`config.mk`:
```
export PLATFORM = sky130hd
export DESIGN_NAME = dac_write_ctrl
export DESIGN_NICKNAME = d
export VERILOG_FILES = /design/src/rtl/dac_write_ctrl.sv
export SDC_FILE = /design/constraint.sdc
export NUM_CORES = 1
export LEC_CHECK = 0
export ABC_CLOCK_PERIOD_IN_PS = 3200
export CAP_MARGIN = 20
export CORE_UTILIZATION = 60
export CTS_BUF_LIST = sky130_fd_sc_hd__clkbuf_2 sky130_fd_sc_hd__clkbuf_4 sky130_fd_sc_hd__clkbuf_8
export DETAILED_ROUTE_END_ITERATION = 10
export PLACE_DENSITY = 0.85
export SYNTH_ARGS = -nofsm -noshare
export SYNTH_HDL_FRONTEND = slang
export SYNTH_SLANG_ARGS = --single-unit
```
`constraint.sdc`:
```
create_clock -name clk -period 3.2 [get_ports clk]
set_input_delay 0.32 -clock clk [delete_from_list [all_inputs] [get_ports clk]]
set_output_delay 0.32 -clock clk [all_outputs]
set_load 0.01 [all_outputs]
```
`src/rtl/dac_write_ctrl.sv`:
```
// dac_write_ctrl: owns the 8-bit DAC code and sequences CS_N/WR_N parallel writes.
// Build option: define DAC_TRIANGLE_EN for a triangle ramp (default: sawtooth ramp).
module dac_write_ctrl #(
    parameter int         SETUP_CYC  = 2,
    parameter int         PULSE_CYC  = 3,
    parameter int         HOLD_CYC   = 2,
    parameter int         RAMP_DIV   = 1000,
    parameter logic [7:0] RESET_CODE = 8'h80
) (
    input  logic       clk,
    input  logic       rst,
    input  logic       btn_up,
    input  logic       btn_down,
    input  logic       btn_mid,
    input  logic       ramp_en,
    output logic       dac_cs_n,
    output logic       dac_wr_n,
    output logic [7:0] dac_data,
    output logic [7:0] dac_val,
    output logic       busy,
    output logic       done
);
    localparam int MAX_CYC = (SETUP_CYC > PULSE_CYC)
                           ? ((SETUP_CYC > HOLD_CYC) ? SETUP_CYC : HOLD_CYC)
                           : ((PULSE_CYC > HOLD_CYC) ? PULSE_CYC : HOLD_CYC);
    localparam int CW = $clog2(MAX_CYC + 1);
    localparam int DW = $clog2(RAMP_DIV);
    localparam logic [CW-1:0] SETUP_LAST = CW'(SETUP_CYC - 1);
    localparam logic [CW-1:0] PULSE_LAST = CW'(PULSE_CYC - 1);
    localparam logic [CW-1:0] HOLD_LAST  = CW'(HOLD_CYC - 1);
    localparam logic [DW-1:0] DIV_LAST   = DW'(RAMP_DIV - 1);

    typedef enum logic [1:0] {IDLE, SETUP, STROBE, HOLD} state_t;

    state_t        state, state_n;
    logic [CW-1:0] cnt, cnt_n;
    logic [DW-1:0] div;
    logic [3:0]    sync1, sync2;
    logic [2:0]    prev, rise;
    logic [3:0]    req, pend, pend_n;
    logic          ramp_on, tick_hit, init, init_n, last, tick_take;
    logic [7:0]    code, code_n, tick_code;

    // request bit order everywhere: {mid, up, down, tick}
    assign ramp_on  = sync2[0];
    assign rise     = sync2[3:1] & ~prev;
    assign tick_hit = ramp_on && (div == DIV_LAST);
    assign req      = (pend & {3'b111, ramp_on})
                    | {rise[2], rise[1] & ~ramp_on, rise[0] & ~ramp_on, tick_hit};
    assign last     = (state == SETUP  && cnt == SETUP_LAST)
                   || (state == STROBE && cnt == PULSE_LAST)
                   || (state == HOLD   && cnt == HOLD_LAST);
    assign dac_val  = code;
    assign dac_data = code;

    // two-flop synchronizer plus previous-level register for rising-edge detection
    always_ff @(posedge clk or negedge rst) begin
        if (!rst) begin
            sync1 <= '0;
            sync2 <= '0;
            prev  <= '0;
        end else begin
            sync1 <= {btn_mid, btn_up, btn_down, ramp_en};
            sync2 <= sync1;
            prev  <= sync2[3:1];
        end
    end

    // ramp divider: free-runs 0..RAMP_DIV-1 while the ramp is enabled, parked at 0 otherwise
    always_ff @(posedge clk or negedge rst) begin
        if (!rst)
            div <= '0;
        else
            div <= (!ramp_on || tick_hit) ? '0 : div + 1'b1;
    end

`ifdef DAC_TRIANGLE_EN
    logic dir;
    logic mid_take;
    assign mid_take  = state == IDLE && !init && req[3];
    assign tick_code = dir ? ((code == 8'hFF) ? 8'hFE : code + 8'd1)
                           : ((code == 8'h00) ? 8'h01 : code - 8'd1);
    // ramp direction: mid forces up, a consumed tick reverses at either end
    always_ff @(posedge clk or negedge rst) begin
        if (!rst)
            dir <= 1'b1;
        else if (mid_take)
            dir <= 1'b1;
        else if (tick_take)
            dir <= dir ? (code != 8'hFF) : (code == 8'h00);
    end
`else
    assign tick_code = code + 8'd1;
`endif

    // next state, request arbitration and new code, committed only when leaving IDLE
    always_comb begin
        state_n   = state;
        cnt_n     = (state == IDLE || last) ? '0 : cnt + 1'b1;
        pend_n    = req;
        init_n    = init;
        code_n    = code;
        tick_take = 1'b0;
        if (state == IDLE) begin
            if (init) begin
                code_n  = RESET_CODE;
                init_n  = 1'b0;
                state_n = SETUP;
            end else if (req[3]) begin
                code_n  = RESET_CODE;
                pend_n  = '0;
                state_n = SETUP;
            end else if (req[2] && req[1]) begin
                pend_n[2:1] = 2'b00;
                tick_take   = req[0];
            end else if (req[2]) begin
                code_n    = (code == 8'hFF) ? code : code + 8'd1;
                pend_n[2] = 1'b0;
                state_n   = SETUP;
            end else if (req[1]) begin
                code_n    = (code == 8'h00) ? code : code - 8'd1;
                pend_n[1] = 1'b0;
                state_n   = SETUP;
            end else begin
                tick_take = req[0];
            end
            if (tick_take) begin
                code_n    = tick_code;
                pend_n[0] = 1'b0;
                state_n   = SETUP;
            end
        end else if (last) begin
            state_n = (state == SETUP) ? STROBE : (state == STROBE) ? HOLD : IDLE;
        end
    end

    // state register with registered, glitch-free DAC strobes
    always_ff @(posedge clk or negedge rst) begin
        if (!rst) begin
            state    <= IDLE;
            cnt      <= '0;
            pend     <= '0;
            init     <= 1'b1;
            code     <= RESET_CODE;
            dac_cs_n <= 1'b1;
            dac_wr_n <= 1'b1;
            busy     <= 1'b0;
            done     <= 1'b0;
        end else begin
            state    <= state_n;
            cnt      <= cnt_n;
            pend     <= pend_n;
            init     <= init_n;
            code     <= code_n;
            dac_cs_n <= state_n == IDLE;
            dac_wr_n <= state_n != STROBE;
            busy     <= state_n != IDLE;
            done     <= state == HOLD && state_n == IDLE;
        end
    end
endmodule

```
Word level (Yosys, flattened, before mapping)

Cells that the tools add are included.

Add/sub/neg operators: 4
Equal/unequal tests: 11
Mux-type cells: 33
Bitwise operators: 7
Reduce and logical (&&, ||, !) cells: 17

Operator list:

| kind                                                  | number |
|---|---|
| 2-to-1 mux 8 bit                                      | 8 |
| 2-to-1 mux 2 bit                                      | 11 |
| 2-to-1 mux 1 bit                                      | 11 |
| adder 10 x 1 -> 10 bit, second input constant         | 1 |
| == test 10 bit, second input constant                 | 1 |
| 2-to-1 mux 10 bit                                     | 1 |
| inequality test 5 x 4 -> 1 bit, second input constant | 2 |
| adder 8 x 1 -> 8 bit, second input constant           | 1 |
| == test 8 bit, second input constant                  | 1 |
| logical NOT 8 bit                                     | 1 |
| 2-to-1 mux 4 bit                                      | 2 |
| subtractor 8 x 1 -> 8 bit, second input constant      | 1 |
| == test 2 bit, second input constant                  | 3 |
| logical AND 1 bit                                     | 6 |
| AND reduction 5 bit                                   | 1 |
| nonzero test 5 bit                                    | 1 |
| bitwise AND 4 bit                                     | 1 |
| == test 2 x 1 -> 1 bit, second input constant         | 2 |
| logical NOT 2 bit                                     | 2 |
| logical OR 1 bit                                      | 4 |
| inequality test 4 x 3 -> 1 bit, second input constant | 1 |
| bitwise OR 4 bit                                      | 1 |
| bitwise AND 3 bit                                     | 1 |
| NOT 3 bit                                             | 1 |
| other kinds (6)                                       | 7 |

Bits in registers: 42
Input bits: 6
Output and inout bits: 20
Word-level logic and storage cells: 85

Longest topological paths before layout

Gate-level depths: netlist (run 1).

Depth in word-level cells: 14
Depth in mapped cells: 9
Depth with buffers taken out: 9

Worst setup path after synthesis (run 1)

No wires, ideal clock.

Kind: register to register
Start point: reg code[0], in the netlist dac_data[0]
End point: reg code[7], in the netlist dac_data[7]
Library setup time: 0.081 ns
Data arrival time: 1.923 ns
Data required time: 3.119 ns
Setup slack: 1.196 ns
Stages on the path, launching flop included: 9
Path buffers: 0
Period minus slack after synthesis: 2.004 ns
Cell sequence: dfrtp_1 -> inv_1 -> ha_1 -> or3b_2 -> o2bb2ai_4 -> o32ai_4 -> o31ai_2 -> a211o_1 -> nand2_1

Longest elaborated chain between the ends: 8
Elaborated cells between the ends (all ways): 15
Those cells by class: add/sub (2); eq/ne (3); mux (8); reduce/logical (2)

Ends and longest elaborated chain:

| element                   | RTL line | text |
|---|---|---|
| start: declaration        | 42       | `logic [7:0] code, code_n, tick_code;` |
| start signal: assignment  | 154      | `code <= code_n;` |
| subtractor 8 x 1 -> 8 bit | 121      | `code_n = (code == 8'h00) ? code : code - 8'd1;` |
| 2-to-1 mux 8 bit          | 121      |  |
| 2-to-1 mux 8 bit          | 120      | `end else if (req[1]) begin` |
| 2-to-1 mux 8 bit          | 116      | `end else if (req[2]) begin` |
| 2-to-1 mux 8 bit          | 113      | `end else if (req[2] && req[1]) begin` |
| 2-to-1 mux 8 bit          | 109      | `end else if (req[3]) begin` |
| 2-to-1 mux 8 bit          | 105      | `if (init) begin` |
| 2-to-1 mux 8 bit          | 127      | `if (tick_take) begin` |

Several ways; a longest one is shown, not always the timed one. The select of a mux whose other input is x is not followed.
A chain may end at the register's enable or synchronous reset.

Worst setup path in the final report (run 1)

Start point: reg code[0], in the netlist dac_data[0]
End point: reg code[2], in the netlist dac_data[2]

The elaborated chain is that of the path after synthesis.

==> results.sh, run 1 <==
export IMPL_fmax_mhz=439
export IMPL_grt_max_degree=43
export IMPL_cts_tree="yes"
export IMPL_setup_tns_ns=0
export IMPL_synthSimpleGateAreaFrac_pct=21.0
export IMPL_h_tree_depth=2
export IMPL_synth_seq_area_share_pct=49.3
export IMPL_grtUsageTotal_pct=23.9
export IMPL_nNetsFinal=241
export IMPL_crit_chain="inv_1 > ha_1 > or3b_2 > o2bb2ai_4 > o32ai_4 > o31ai_2 > a21oi_1 > o21ai_1"
export IMPL_synthDominantCellAreaShare_pct=44.4
export IMPL_hold_ws_ns=0.0611
export IMPL_max_slew_worst_pin_slew_ns=0.907
export IMPL_synth_warning_count=0
export IMPL_vdd_drop_max_v=0.000571
export IMPL_synth_avg_cell_area_sq_um=10.6
export IMPL_antenna_left=0
export IMPL_cts_buffers=5
export IMPL_drtIter0Drc=136
export IMPL_syn_area_sq_um=2140
export IMPL_drc=0
export IMPL_place_area_sq_um=2380
export IMPL_path_delay_family="compound AO/OA/AOI/OAI gates"
export IMPL_cts_resized=0
export IMPL_cts_clk_slew_worst_paths_ns=0.14
export IMPL_ff_latch_area_sq_um=1060
export IMPL_die_area_sq_um=3810
export IMPL_wl_microns=4010
export IMPL_vias_per_cell=5.72
export IMPL_wl_met1_microns=1730
export IMPL_dr_pass1_iters=4
export IMPL_muxShareOfSynthArea_pct=0.467
export IMPL_fin_worst_skew_ns=0.0118
export IMPL_synth_adder_area_share_pct=5.84
export IMPL_top_layer="met4"
export IMPL_power_density_nw_per_um2=853
export IMPL_status="finished, final reports clean"
export IMPL_hold_path_class="input port to asynchronous set/reset pin"
export IMPL_grt_pass1_vias=1451
export IMPL_wl_met3_microns=204
export IMPL_post_cts_repair_setup_buffers=0
export IMPL_required_ns=3.49
export IMPL_hpwl_microns=2870
export IMPL_antenna_found_initial=0
export IMPL_crit_type="flip-flop to flip-flop"
export IMPL_grt_setup_unrepaired="no"
export IMPL_synth_top_family_by_area="simple AND/OR/NAND/NOR gates"
export IMPL_fin_crit_sh_pct=71.1
export IMPL_leakage_nw=1.08
export IMPL_critPathArrivalTime_ns=2.57
export IMPL_synth_xor_area_share_pct=4.50
export IMPL_cts_sinks=42
export IMPL_hold_violations=0
export IMPL_clkLatencyLatePin_ns=0.36
export IMPL_numPortBuffers=25
export IMPL_synthTopCellsByArea="dfrtp_1 (44%), ha_1 (5.8%), dfstp_2 (4.9%), nor2_1 (3.7%), xor2_1 (3.3%)"
export IMPL_maxSlewViolCount=0
export IMPL_cp_num_buf_inv=1
export IMPL_diodes=0
export IMPL_initial_core_util_pct=63.2
export IMPL_min_period_ns=2.28
export IMPL_io_pins=26
export IMPL_yosysTopAreaCell="dfrtp_1"
export IMPL_post_drt_wl_per_cell_microns=14.8
export IMPL_vias=1557
export IMPL_crit_reg2reg_launch="dac_data[0]"
export IMPL_overflow=0
export IMPL_cp_startpoint="dac_data[0]"
export IMPL_synth_cells=202
export IMPL_stdcell_area_sq_um=2470
export IMPL_setup_violations=0
export IMPL_dr_wl_met2_microns=2000
export IMPL_maxCapViolCount=0
export IMPL_fp_dieH_microns=61.8
export IMPL_fillers=218
export IMPL_crit_path_end_kind="flip-flop"
export IMPL_critPathMaxFanout=8
export IMPL_max_slew_margin_pct=39.6
export IMPL_clock_path_buffers=2
export IMPL_cp_start_kind="flip-flop"
export IMPL_crit_slowest_cell="dfrtp_1"
export IMPL_synth_distinct_cells=47
export IMPL_coreArea_sq_um=3390
export IMPL_synth_compound_area_share_pct=13.4
export IMPL_multi_input_area_sq_um=967
export IMPL_ctsHoldBuffers=0
export IMPL_fp_dieW_microns=61.8
export IMPL_cts_root_buf="clkbuf_4"
export IMPL_grt_pass1_wl_microns=6440
export IMPL_gp_congestion=0.901
export IMPL_slowest_delay_ns=0.50
export IMPL_drive_above_1_share_pct=12.8
export IMPL_syn2layout_area_growth_pct=15.2
export IMPL_synth_ff_latch_count=42
export IMPL_row_count=21
export IMPL_synth_nets=218
[area by class of cell]
type	instances	area share, %
Clock buffer	5	1.52
Clock inverter	3	1.98
Inverter	15	2.28
Multi-Input combinational cell	136	39.2
Sequential cell	42	42.8
Tap cell	46	2.33
Timing Repair Buffer	25	9.93
[worst paths after layout]
check,slack [ns],cells after the start,end
min in group clk,0.36,0,sync2[3]
worst max-delay path,0.92,8,dac_data[2]
worst min register to register,0.36,0,sync2[3]
worst min-delay path,0.06,1,dac_data[6]
worst max register to register,0.92,8,dac_data[2]
max in group asynchronous,2.57,1,div[4]
[Yosys cell counts, drive strengths merged]
master	n
a211o	1
a21boi	3
a21oi	5
a2bb2oi	2
a31oi	1
a32o	1
a32oi	1
a41oi	2
and2	4
and2b	1
and3	6
and4	1
buf	8
clkbuf	1
dfrtp	38
dfstp	4
ha	10
inv	15
mux2i	1
nand2	16
nand3	7
nand4	2
nor2	21
nor2b	3
nor3	6
nor3b	1
nor4	1
nor4bb	1
o211ai	2
o21ai	10
o21bai	2
o22ai	1
o2bb2ai	1
o31ai	1
o32ai	1
or3	5
or3b	3
or4	2
xnor2	3
xor2	8
[worst register-to-register path: cells and delay by family (launching register included)]
family / cells / cell delay [ns]
AND/OR/NAND/NOR: 1 / 0.47
adder cells (fa/ha/maj): 1 / 0.15
AO/OA/AOI/OAI: 5 / 0.94
flip-flops: 1 / 0.50
buffers and inverters: 1 / 0.14
[kinds of logic (layout without fill, tap and decap cells)]
group,Yosys count,in the layout
AOI/OAI and AO/OA,34,34
xor gates and xnor gates,11,11
adders and majority gates,10,10
buffers and inverters,24,48
DFF,42,42
muxes,1,1
and+or+nand+nor,80,80
[per-stage QoR]
step                      instances  setup WS, ns  util (%)  power (W)
after floorplan                 202          1.20         -    0.00144
after global placement          264          1.06      70.3    0.00170
final                           272         0.924      72.8    0.00210
after CTS                       272         0.941      72.8    0.00211
after detailed placement        264         0.987      70.3    0.00175
after global routing            272         0.804      72.8    0.00225
[layer usage]
layer	up-vias	track usage, %
met5	-	0
met4	0	12.4
met3	9	5.38
met2	53	39.3
met1	753	29.7
li1	742	-
[cells in the final DEF (no fill, tap or decap), types with 2 or more instances in the layout]
cell type,count
or3b_2,2
xnor2_1,3
o21ai_1,4
nor2b_1,3
clkdlybuf4s50_1,24
a21boi_0,3
clkbuf_4,5
dfrtp_1,38
nand2_1,16
ha_1,10
nand3_1,7
xor2_1,8
nand4_1,2
inv_1,15
nor2_1,21
dfstp_2,4
a21oi_1,5
nor3_1,5
a2bb2oi_1,2
o21ai_0,5
and2_1,3
or4_4,2
and3_1,6
o21bai_1,2
or3_1,5
[state kept, by name, summed over array words and instances (netlist names), 2 cells and up]
| signal | count |
|---|---|
| cnt | 2 |
| dac_data | 8 |
| div | 10 |
| pend | 4 |
| prev | 3 |
| state | 2 |
| sync1 | 4 |
| sync2 | 4 |
[report_power, final]
group / switching, W / internal [W] / leakage, nW
logic: 0.000496 / 0.000467 / 0.506
registers: 0.000131 / 0.000652 / 0.527
clock network: 0.000189 / 0.000170 / 0.0433
Power figures use the tool's default switching activity.
==> run 2, diff against run 1 <==
==> config.mk (replaced) <==
export PLATFORM = sky130hd
export DESIGN_NAME = dac_write_ctrl
export DESIGN_NICKNAME = d
export VERILOG_FILES = /design/src/rtl/dac_write_ctrl.sv
export SDC_FILE = /design/constraint.sdc
export NUM_CORES = 1
export LEC_CHECK = 0
export ABC_CLOCK_PERIOD_IN_PS = 2100
export CAP_MARGIN = 20
export CORE_UTILIZATION = 57
export CTS_BUF_LIST = sky130_fd_sc_hd__clkbuf_2 sky130_fd_sc_hd__clkbuf_4 sky130_fd_sc_hd__clkbuf_8
export DETAILED_ROUTE_END_ITERATION = 10
export PLACE_DENSITY = 0.81
export SYNTH_ARGS = -nofsm -noshare
export SYNTH_HDL_FRONTEND = slang
export SYNTH_SLANG_ARGS = --single-unit
==> constraint.sdc (replaced) <==
create_clock -name clk -period 2.1 [get_ports clk]
set_input_delay 0.21 -clock clk [delete_from_list [all_inputs] [get_ports clk]]
set_output_delay 0.21 -clock clk [all_outputs]
set_load 0.01 [all_outputs]
==> run 2 against run 1 <==
Register-to-register slack got worse by 0.82 ns. Fmax increased by 14%. Critical path depth decreased by 1. Final area is 7.8% higher. Cell count up 6.6%. Clock power is 55% higher. Utilization is 3.9 points higher. Total power grew 62%. Sequential share of layout area fell by 3.1 points. Wire length increased by 8.0%. Via count increased by 3.2%. Worst hold slack got worse by 0.035 ns. Critical path type unchanged. Largest cell class unchanged. Highest routed layer unchanged.
==> results.sh, run 2 (same netlist as run 1, synthesis figures left out) <==
export IMPL_drc=0
export IMPL_clkPwrFrac_pct=16.3
export IMPL_ff_latch_area_sq_um=1060
export IMPL_min_period_ns=2.00
export IMPL_overflow=0
export IMPL_p_sw_w=0.00134
export IMPL_wl_microns=4330
export IMPL_nNetsFinal=259
export IMPL_place_ws_ns=-0.0289
export IMPL_gp_congestion=0.923
export IMPL_regToRegEndpoint="dac_data[3]"
export IMPL_fin_crit_sh_pct=95.2
export IMPL_crit_reg2reg_launch="div[1]"
export IMPL_maxCapViolCount=0
export IMPL_fp_dieW_microns=63.3
export IMPL_antenna_left=0
export IMPL_fmax_mhz=500
export IMPL_top_register="div"
export IMPL_vdd_drop_max_v=0.000964
export IMPL_antenna_found_initial=0
export IMPL_cts_buffers=5
export IMPL_swShare_pct=39.2
export IMPL_grt_max_degree=43
export IMPL_setup_violations=0
export IMPL_cts_sinks=42
export IMPL_final_common_cell="dfrtp_1"
export IMPL_ctsHoldBuffers=0
export IMPL_crit_path_end_kind="flip-flop"
export IMPL_fin_worst_skew_ns=0.00524
export IMPL_cts_root_buf="clkbuf_8"
export IMPL_h_tree_depth=2
export IMPL_leakage_nw=1.17
export IMPL_status="finished, final reports clean"
export IMPL_hold_violations=0
export IMPL_coreArea_sq_um=3470
export IMPL_grt_pass1_vias=1606
export IMPL_max_slew_worst_pin_slew_ns=0.884
export IMPL_io_pins=26
export IMPL_diodes=0
export IMPL_syn2layout_area_growth_pct=24.2
export IMPL_dr_pass1_iters=4
export IMPL_clock_path_buffers=2
export IMPL_fp_dieH_microns=63.3
export IMPL_cp_start_kind="flip-flop"
export IMPL_pwr_share_comb_pct=50.6
export IMPL_initial_core_util_pct=61.8
export IMPL_cts_clk_slew_worst_paths_ns=0.09
export IMPL_internal_power_w=0.00208
export IMPL_reg2reg_depth=7
export IMPL_hpwl_microns=3190
export IMPL_hold_ws_ns=0.0265
export IMPL_required_ns=2.32
export IMPL_grt_pass1_wl_microns=7430
export IMPL_clkLatencyLatePin_ns=0.30
export IMPL_max_slew_margin_pct=41.1
export IMPL_p_total_w=0.00342
export IMPL_fillers=234
export IMPL_maxSlewViolCount=0
export IMPL_post_drt_wl_per_cell_microns=14.9
export IMPL_row_count=21
export IMPL_rrSetupSlack_ns=0.10
export IMPL_hold_path_class="input port to asynchronous set/reset pin"
export IMPL_vias_per_cell=5.54
export IMPL_grtUsageTotal_pct=24.1
export IMPL_cts_tree="yes"
export IMPL_pwr_share_seq_pct=33.1
export IMPL_crit_type="flip-flop to flip-flop"
export IMPL_multi_input_area_sq_um=1010
export IMPL_final_cells=290
export IMPL_layout_setup_ws_ns=0.100
export IMPL_placed_cells=276
export IMPL_vias=1607
export IMPL_drive_above_1_share_pct=21.7
export IMPL_die_area_sq_um=4010
export IMPL_critPathMaxFanout=5
export IMPL_largest_reg_flops=10
export IMPL_critPathArrivalTime_ns=2.22
export IMPL_mostFrequentLayoutCells="dfrtp_1 (37), clkdlybuf4s50_1 (24), nor2_1 (20), buf_4 (18), nand2_1 (16)"
export IMPL_numPortBuffers=25
export IMPL_drtIter0Drc=88
export IMPL_power_density_nw_per_um2=1280
## run 2: critical path, stage by stage (launching register included)
cell and delay [ns]:
dfrtp_1 0.38, ha_2 0.22, nor4bb_4 0.29, a41oi_4 0.23
o22ai_2 0.22, a41oi_1 0.17, or3_1 0.32, o21ai_1 0.09
## run 2: repair_timing
item                       in CTS  in global routing
setup endpoints to repair       5                  8
buffers inserted                1                  5
pin swaps                       4                  6
resized for setup               1                 11
hold endpoints to repair        0                  0
gates cloned                    0                  0
## run 2: metrics by stage
| step | TNS [ns] | utilization (%) | area, sq um |
|---|---|---|---|
| floorplan | 0 | - | 2140 |
| global placement | 0 | 71.3 | 2470 |
| detailed placement | -0.0543 | 71.3 | 2470 |
| CTS | 0 | 74.4 | 2580 |
| global route | -0.00848 | 76.7 | 2660 |
| finish | 0 | 76.7 | 2660 |
## run 2: metal layers
metal  track usage (%)  wire length (microns)  vias to the layer above
met5                 0                      0                        -
met4              7.39                     57                        0
met3              4.89                    152                        7
met2              40.4                   2200                       38
met1              31.2                   1920                      787
li1                  -                      -                      775
## run 2: power by group through the flow
stage | registers (W) | clock network [W] | logic, W
after global placement | 0.00113 | 0 | 0.00159
after detailed placement | 0.00115 | 0 | 0.00163
after CTS | 0.00113 | 0.000564 | 0.00166
after floorplan | 0.00120 | 0 | 0.000989
final | 0.00113 | 0.000556 | 0.00173
after global routing | 0.00116 | 0.000602 | 0.00188
## run 2: worst max-delay path by stage
stage | startpoint | to
final | div[1] | dac_data[3]
after global routing | div[1] | dac_data[3]
after CTS | div[1] | dac_data[3]
after detailed placement | div[1] | dac_data[3]
after global placement | div[0] | dac_data[3]
after floorplan | dac_data[0] | dac_data[7]
## run 2: layout make-up
type / count / share of cell area, %
sequential: 42 / 39.7
multi-input combinational: 136 / 38.1
timing repair buffer: 43 / 14.3
clock buffer: 5 / 2.59
tap: 46 / 2.16
inverter: 15 / 2.12
clock inverter: 3 / 1.03
==> patch, RTL diff (config.mk and constraints of run 1) <==
Register the inputs `btn_up`, `btn_down`, `btn_mid` and `ramp_en` before use. The logic sees them one clock later.
--- a/src/rtl/dac_write_ctrl.sv
+++ b/src/rtl/dac_write_ctrl.sv
@@ -32,6 +32,18 @@
 
     typedef enum logic [1:0] {IDLE, SETUP, STROBE, HOLD} state_t;
 
+    logic btn_up_q;
+    logic btn_down_q;
+    logic btn_mid_q;
+    logic ramp_en_q;
+
+    always_ff @(posedge clk) begin
+        btn_up_q   <= btn_up;
+        btn_down_q <= btn_down;
+        btn_mid_q  <= btn_mid;
+        ramp_en_q  <= ramp_en;
+    end
+
     state_t        state, state_n;
     logic [CW-1:0] cnt, cnt_n;
     logic [DW-1:0] div;
@@ -60,7 +72,7 @@
             sync2 <= '0;
             prev  <= '0;
         end else begin
-            sync1 <= {btn_mid, btn_up, btn_down, ramp_en};
+            sync1 <= {btn_mid_q, btn_up_q, btn_down_q, ramp_en_q};
             sync2 <= sync1;
             prev  <= sync2[3:1];
         end
Formal check against the unedited RTL: not equivalent (a bounded check fails within 10 cycles, from zero or initial values and one cycle with rst low).
==> patch against run 1 <==
Combinational power decreased by 7.6%. Wire length decreased by 1.2%. Count of clock-buffer cells in the layout unchanged. Final cell count increased by 1.5%. Sequential power increased by 4.6%. Die area increased by 3.6%. Sequential cell count increased by 4. Power decreased by 0.96%. Global-route usage decreased by 1.4 points. Worst setup slack improved by 0.071 ns. Design area increased by 3.7%. Critical path depth decreased by 1. Synthesized area increased by 3.7%. Highest routed layer unchanged.
==> patch: results (changes against run 1) <==
Crit path arrival time 2.44 ns (was 2.57 ns); vias in the first global route 1549 (was 1451); syn_nets 222 (was 218); DR WL/cell 14.4 microns (was 14.8 microns); placed cells 268 (was 264); synth cell count leaders dfrtp_1, nor2_1, nand2_1 (unchanged); R2R Path Start div[0] (was dac_data[0]); HPWL after DPL 2.90 mm (was 2.87 mm); distinct cell type count after synthesis 48 (was 47); First-pass DRT Iterations 4 (unchanged); met3 wire length 217 microns (was 204 microns); depth of the CTS H-tree 2 (unchanged); Avg Synthesized Cell Area 10.8 sq um (was 10.6 sq um); pre-CTS setup slack 1.02 ns (was 0.987 ns); Tcrit/Tclk final 68.9% (was 71.1%); met2 Use GR 36.2% (was 39.3%); Worst setup SP type flop (unchanged); Seq/Total Area, Yosys 51.1% (was 49.3%); highest net fanout along the worst path 7 (was 8); drt first-iter violations 120 (was 136); CTS Root Cell clkbuf_8 (was clkbuf_4); cts bufs inserted 5 (unchanged); global routing usage on met1 28.0% (was 29.7%); gr usage total 22.6% (was 23.9%); crit path capture dac_data[2] (unchanged); RePlAce Congestion 0.893 (was 0.901); post-layout net count 245 (was 241); Max Used Layer met4 (unchanged); largest net degree at the start of global routing 43 (unchanged); Rel. slew slack 38.9% (was 39.6%); clock skew 0.00769 ns (was 0.0118 ns); Max VDD drop 0.000439 V (was 0.000571 V); Synth area leaders dfrtp_1, ha_1, dfstp_2 (unchanged); flop-to-flop setup slack 0.99 ns (was 0.92 ns); antenna violations before repair 0 (unchanged); first-pass GRT wire length 6.90 mm (was 6.44 mm); wl on met1 1.66 mm (was 1.73 mm); Worst R2R Path Depth 7 (was 8); hold slack 0.143 ns (was 0.0611 ns); Critical Path Max Stage Delay 0.39 ns (was 0.50 ns); Clk Latency, worst-skew pair 0.30 ns (was 0.36 ns); via count 1560 (was 1557); met2 routed WL 2.05 mm (was 2.00 mm); Leak 1.12 nW (was 1.08 nW); clk slew on worst S/H paths 0.09 ns (was 0.14 ns); crit-path leading delay family simple AND/OR/NAND/NOR gates (was compound AO/OA/AOI/OAI gates); fill cell count 227 (was 218); M3 GR Usage 7.12% (was 5.38%); Synth warnings 0 (unchanged); Placed Instance Area 2460 sq um (was 2380 sq um); status completed (unchanged); Async SR Flop Fraction 91.3% (was 100%); layout cells sized above 1 12.6% (was 12.8%); vias per cell 5.65 (was 5.72)
## patch: where the power goes
part	internal (mW)	switching (mW)	total [mW]
sequential	0.700	0.119	0.819
clock	0.163	0.212	0.375
combinational	0.434	0.456	0.890
## patch: logic make-up (layout without fill, tap and decap cells)
logic type	after synthesis	in the layout	share of synthesized area, %
xor gates and xnor gates	11	11	4.33
and+or+nand+nor	80	80	20.2
DFF	46	46	51.1
buffers and inverters	24	48	5.40
adders and majority gates	10	10	5.63
AOI/OAI and AO/OA	34	34	12.9
muxes	1	1	0.450
## patch: final cells by class
type / count / area [sq um] / area share (%)
well taps: 46 / 57.6 / 2.25
inverters: 15 / 56.3 / 2.20
clock buffers: 5 / 68.8 / 2.69
clock inverters: 3 / 28.8 / 1.12
multi-input cells: 136 / 967 / 37.8
flip-flops and latches: 46 / 1140 / 44.4
repair buffers: 25 / 245 / 9.58
